===== src/rtl/alu_pkg.sv =====
// Shared opcodes, FSM encodings and opcode legality for the ALU arbiter.
package alu_pkg;

    localparam logic [2:0] OP_ADD = 3'b000;
    localparam logic [2:0] OP_SUB = 3'b001;
    localparam logic [2:0] OP_AND = 3'b100;
    localparam logic [2:0] OP_OR  = 3'b101;
    localparam logic [2:0] OP_XOR = 3'b110;

    typedef enum logic [1:0] {
        IDLE = 2'd0,
        EXEC = 2'd1,
        RESP = 2'd2
    } state_t;

    function automatic logic op_legal(input logic [2:0] op);
        case (op)
            OP_ADD, OP_SUB, OP_AND, OP_OR, OP_XOR: op_legal = 1'b1;
            default:                               op_legal = 1'b0;
        endcase
    endfunction

endpackage


===== src/rtl/rr_arbiter_2.sv =====
// Two-way combinational arbiter: round-robin on the last-grant pointer, or fixed priority to requester 0.
module rr_arbiter_2 #(
    parameter bit FIXED_PRIORITY = 1'b0
) (
    input  logic [1:0] valid,
    input  logic       last_grant,
    output logic [1:0] grant
);

    always_comb begin
        grant = valid;
        // Only a tie needs resolving; last_grant == 1 hands requester 0 the win.
        if (valid == 2'b11) begin
            if (FIXED_PRIORITY || last_grant) grant = 2'b01;
            else                              grant = 2'b10;
        end
    end

endmodule


===== src/rtl/alu_arbiter.sv =====
// Shares one external combinational ALU between two valid/ready requesters.
module alu_arbiter
    import alu_pkg::*;
#(
    parameter int WIDTH          = 16,
    parameter int OP_WIDTH       = 3,
    parameter bit FIXED_PRIORITY = 1'b0
) (
    input  logic                input_clk,
    input  logic                input_reset_n,
    input  logic                input_req0_valid,
    input  logic [WIDTH-1:0]    input_req0_A,
    input  logic [WIDTH-1:0]    input_req0_B,
    input  logic [OP_WIDTH-1:0] input_req0_ALUOp,
    output logic                output_req0_ready,
    input  logic                input_req1_valid,
    input  logic [WIDTH-1:0]    input_req1_A,
    input  logic [WIDTH-1:0]    input_req1_B,
    input  logic [OP_WIDTH-1:0] input_req1_ALUOp,
    output logic                output_req1_ready,
    output logic                output_rsp0_valid,
    input  logic                input_rsp0_ready,
    output logic                output_rsp1_valid,
    input  logic                input_rsp1_ready,
    output logic [WIDTH-1:0]    output_rsp_result,
    output logic                output_rsp_zero,
    output logic                output_rsp_negative,
    output logic                output_rsp_error,
    output logic [WIDTH-1:0]    output_ALU_A,
    output logic [WIDTH-1:0]    output_ALU_B,
    output logic [OP_WIDTH-1:0] output_ALU_Op,
    input  logic [WIDTH-1:0]    input_ALU_result,
    input  logic                input_ALU_zero,
    input  logic                input_ALU_negative,
    output logic                output_busy
);

    state_t                state, state_nxt;
    logic                  last_grant;
    logic                  gid;
    logic [1:0]            grant;
    logic                  sel;
    logic [WIDTH-1:0]      sel_a, sel_b;
    logic [OP_WIDTH-1:0]   sel_op;
    logic                  sel_legal;
    logic                  accept;
    logic                  rsp_hs;

    rr_arbiter_2 #(.FIXED_PRIORITY(FIXED_PRIORITY)) u_arb (
        .valid      ({input_req1_valid, input_req0_valid}),
        .last_grant (last_grant),
        .grant      (grant)
    );

    assign sel       = grant[1];
    assign sel_a     = sel ? input_req1_A     : input_req0_A;
    assign sel_b     = sel ? input_req1_B     : input_req0_B;
    assign sel_op    = sel ? input_req1_ALUOp : input_req0_ALUOp;
    assign sel_legal = op_legal(3'(sel_op));
    assign accept    = (state == IDLE) && (|grant);
    assign rsp_hs    = (state == RESP) && (gid ? input_rsp1_ready : input_rsp0_ready);

    always_ff @(posedge input_clk) begin
        if (!input_reset_n) state <= IDLE;
        else                state <= state_nxt;
    end

    always_comb begin
        state_nxt = state;
        case (state)
            IDLE:    if (|grant) state_nxt = sel_legal ? EXEC : RESP;
            EXEC:    state_nxt = RESP;
            RESP:    if (rsp_hs) state_nxt = IDLE;
            default: state_nxt = IDLE;
        endcase
    end

    always_comb begin
        output_req0_ready = input_reset_n && (state == IDLE) && grant[0];
        output_req1_ready = input_reset_n && (state == IDLE) && grant[1];
        output_rsp0_valid = (state == RESP) && !gid;
        output_rsp1_valid = (state == RESP) && gid;
        output_busy       = (state != IDLE);
    end

    // The ALU operand regs double as the latched request, so they only move for legal ops.
    always_ff @(posedge input_clk) begin
        if (!input_reset_n) begin
            last_grant          <= 1'b1;
            gid                 <= 1'b0;
            output_ALU_A        <= '0;
            output_ALU_B        <= '0;
            output_ALU_Op       <= '0;
            output_rsp_result   <= '0;
            output_rsp_zero     <= 1'b0;
            output_rsp_negative <= 1'b0;
            output_rsp_error    <= 1'b0;
        end else begin
            if (accept) begin
                gid <= sel;
                if (sel_legal) begin
                    output_ALU_A  <= sel_a;
                    output_ALU_B  <= sel_b;
                    output_ALU_Op <= sel_op;
                end else begin
                    output_rsp_result   <= '0;
                    output_rsp_zero     <= 1'b0;
                    output_rsp_negative <= 1'b0;
                    output_rsp_error    <= 1'b1;
                end
            end
            if (state == EXEC) begin
                output_rsp_result   <= input_ALU_result;
                output_rsp_zero     <= input_ALU_zero;
                output_rsp_negative <= input_ALU_negative;
                output_rsp_error    <= 1'b0;
            end
            if (rsp_hs) last_grant <= gid;
        end
    end

endmodule


===== config.mk =====
export PLATFORM = sky130hd
export DESIGN_NAME = alu_arbiter
export DESIGN_NICKNAME = d
export VERILOG_FILES = /design/src/rtl/alu_pkg.sv /design/src/rtl/rr_arbiter_2.sv /design/src/rtl/alu_arbiter.sv
export SDC_FILE = /design/constraint.sdc
export NUM_CORES = 1
export LEC_CHECK = 0
export ABC_AREA = 0
export CORE_ASPECT_RATIO = 0.9
export CORE_MARGIN = 5
export CORE_UTILIZATION = 37
export DETAILED_ROUTE_END_ITERATION = 12
export PLACE_DENSITY = 0.8
export SLEW_MARGIN = 10
export SYNTH_ARGS = -nofsm -noshare
export SYNTH_HDL_FRONTEND = slang
export SYNTH_SLANG_ARGS = --single-unit

===== constraint.sdc =====
create_clock -name input_clk -period 2 [get_ports input_clk]
set_input_delay 0.4 -clock input_clk [delete_from_list [all_inputs] [get_ports input_clk]]
set_output_delay 0.4 -clock input_clk [all_outputs]
set_load 0.005 [all_outputs]

==> results.yml <==
worst_setup_path:
  crit_type: "reg -> out"
  cp.buffers_inverters: 1
  crit_fanout: 5
  required_ns: 1.60
  critical-path-top-delay-family: "buffers and inverters"
  arrival_ns: 1.53
  crit_start: "state[1]"
  timing.rr.end: "output_rsp_result[6]"
  critPathMaxStageDelay_ns: 0.50
  reg2reg_from: "state[1]"
  path_depth: 3
  critPathLaunchType: "flop"
  cp_slowest_cell: "clkdlybuf4s50_1"
  reg2reg_slack_ns: 0.25
  critPathCapture: "output_rsp1_valid"
  path_cells: "nor2b_4 > and2_1 > clkdlybuf4s50_1"
  reg2reg_depth: 3
  end_kind: "primary output"
sta:
  finalSetupTns_ns: 0
  hold_ws_ns: 0.467
  skew_ns: 0.00740
  setup_viol: 0
  maxSlewHeadroom_pct: 21.7
  tightest_slew_ns: 1.17
  maxClockFrequency_mhz: 518
  rsz0062_at_grt: "false"
  final_max_slew_viol_count: 0
  finalCriticalPeriod_ns: 1.93
  min_period_over_period_pct: 96.5
  final_hold_viol_count: 0
yosys:
  syn_nets: 376
  synth-warning-count: 0
  ys_types: 27
  ys_seq_area_share_pct: 46.6
  netlist_instances: 282
  avgSynthCellArea_um2: 8.83
  synthesis.area_um2: 2490
  synth-seq-cells: 58
finish:
  final_nets: 531
  multi_input_area_um2: 1220
  area_delta_synth_final_pct: 76.5
  layout_common_cells: "146 x clkdlybuf4s50_1, 74 x nand2_1, 55 x dfxtp_1, 34 x a31oi_1, 33 x a311oi_1"
  n_fill_cell: 546
  final_common_cell: "clkdlybuf4s50_1"
  drive_above_1_share_pct: 10.2
  design_area_um2: 4390
  antennaDiodeCount: 0
  seq_area_um2: 1170
  postLayoutCoreUtil_pct: 67.1
status:
  status: "complete, no violations"
global_routing:
  grt_pass1_vias: 2885
  antenna_found_initial: 0
  grt_usage_pct: 20.8
  overflow: 0
  grt_pass1_wl_mm: 13.9
  grt_max_degree: 36
detailed_routing:
  via_per_inst: 5.33
  routed_wl_mm: 8.86
  ant_nets: 0
  detail_route.wl_per_cell_um: 16.6
  drt-initial-drc-count: 130
  drc: 0
  routed-via-count: 2833
  first_pass_iters: 4
clock_network:
  cts_inserted_buffers: 9
  cts_max_path_buffers: 2
  cts_sinks: 58
  cts_tree: "done"
  root_buffer: "clkbuf_8"
  clk_pin_slew_ns: 0.07
  h-tree-depth: 3
  clk_latency_ns: 0.33
  postCtsHoldBufs: 0
placed_design:
  dp_hpwl_mm: 6.35
  place_congestion: 0.751
  port_buffers: 152
  post_dp_cell_area_um2: 4170
run:
  cap_violations: 0
pwr:
  power_w: 0.00353
  ir_drop_mv: 0.399
  p_leak_nw: 1.67
  powerDensity_nw_per_um2: 804
min_path:
  hold_path_class: "reg -> reg"
  min_path_cells: 1
floorplan:
  dieArea_um2: 8470
  rows: 28
  initial_core_util_pct: 38.0
  ioPinCount: 153
  die_h_um: 87.8
  dieWidth_um: 96.5
  coreArea_um2: 6550
## layer usage
layer	vias to the layer above	GRT usage (%)	wire, µm
li1	1384	-	-
met1	1319	24.9	3700
met2	114	34.1	4160
met3	16	7.73	789
met4	0	7.90	210
met5	-	0	0
## what timing repair did
action,4_1_cts,5_1_grt
setup endpoints to repair,4,3
setup buffers,1,1
resized for setup,10,5
endpoints found under the hold margin,0,0
pin swaps,1,1
cloned,0,0
## cell type report
class	count	share of cell area, %
clock buffers	11	2.99
inverters	3	0.256
clock inverters	5	1.25
repair buffers	172	38.6
flip-flops and latches	58	26.6
well taps	90	2.56
multi-input cells	193	27.8
## flip-flops by register name, summed over array words and instances (netlist names)
name and count:
gid 1, output_rsp_result 16, output_rsp_negative 1, last_grant 1, output_ALU_Op 3, state 2, output_rsp_zero 1, output_ALU_B 16
output_rsp_error 1, output_ALU_A 16
## worst min path at each step
| stage | startpoint | end |
|---|---|---|
| 3_3_place_gp | output_ALU_Op[2] | output_ALU_Op[2] |
| 3_5_place_dp | output_ALU_Op[1] | output_ALU_Op[1] |
| 4_1_cts | output_ALU_Op[1] | output_ALU_Op[1] |
| 5_1_grt | output_ALU_Op[1] | output_ALU_Op[1] |
| 6_report | output_ALU_Op[1] | output_ALU_Op[1] |
| 2_1_floorplan | output_rsp_error | output_rsp_error |
## power by group
part           internal (W)  switching (W)
Combinational      0.000644       0.000454
Clock              0.000572       0.000465
Sequential          0.00131      0.0000915
Total               0.00252        0.00101
## cells in the mapped netlist (all sizes together)
master   n  area share (%)
nand2   74              11
dfxtp   58              47
a31oi   34             8.5
a311oi  33              12
clkbuf  21             3.2
a32o    19             7.6
buf      7             2.0
nor2     5            0.75
a21oi    4            0.80
o21ai    4            0.80
inv      3            0.45
nand2b   3            0.75
and2     2            0.50
and3     2            0.50
mux2i    2            0.80
nand3    2            0.90
nor2b    2            0.50
o21a     2            0.60
a211o    1            0.35
a21boi   1            0.45
a31o     1            0.35
nand3b   1            0.30
nor3     1            0.40
## through the flow
stage	setup slack [ns]	cells
3_5_place_dp	-0.232	514
6_report	0.0697	532
2_1_floorplan	0.255	282
5_1_grt	0.0152	532
4_1_cts	0.0106	531
3_3_place_gp	-0.154	514
## cells by family after synthesis
logic type      after synthesis  share of synthesized area, %
compound gates               99                          31.2
buf+inv                      31                          5.63
flops                        58                          46.6
mux                           2                         0.804
simple gates                 92                          15.8
Power figures use the tool's default switching activity.
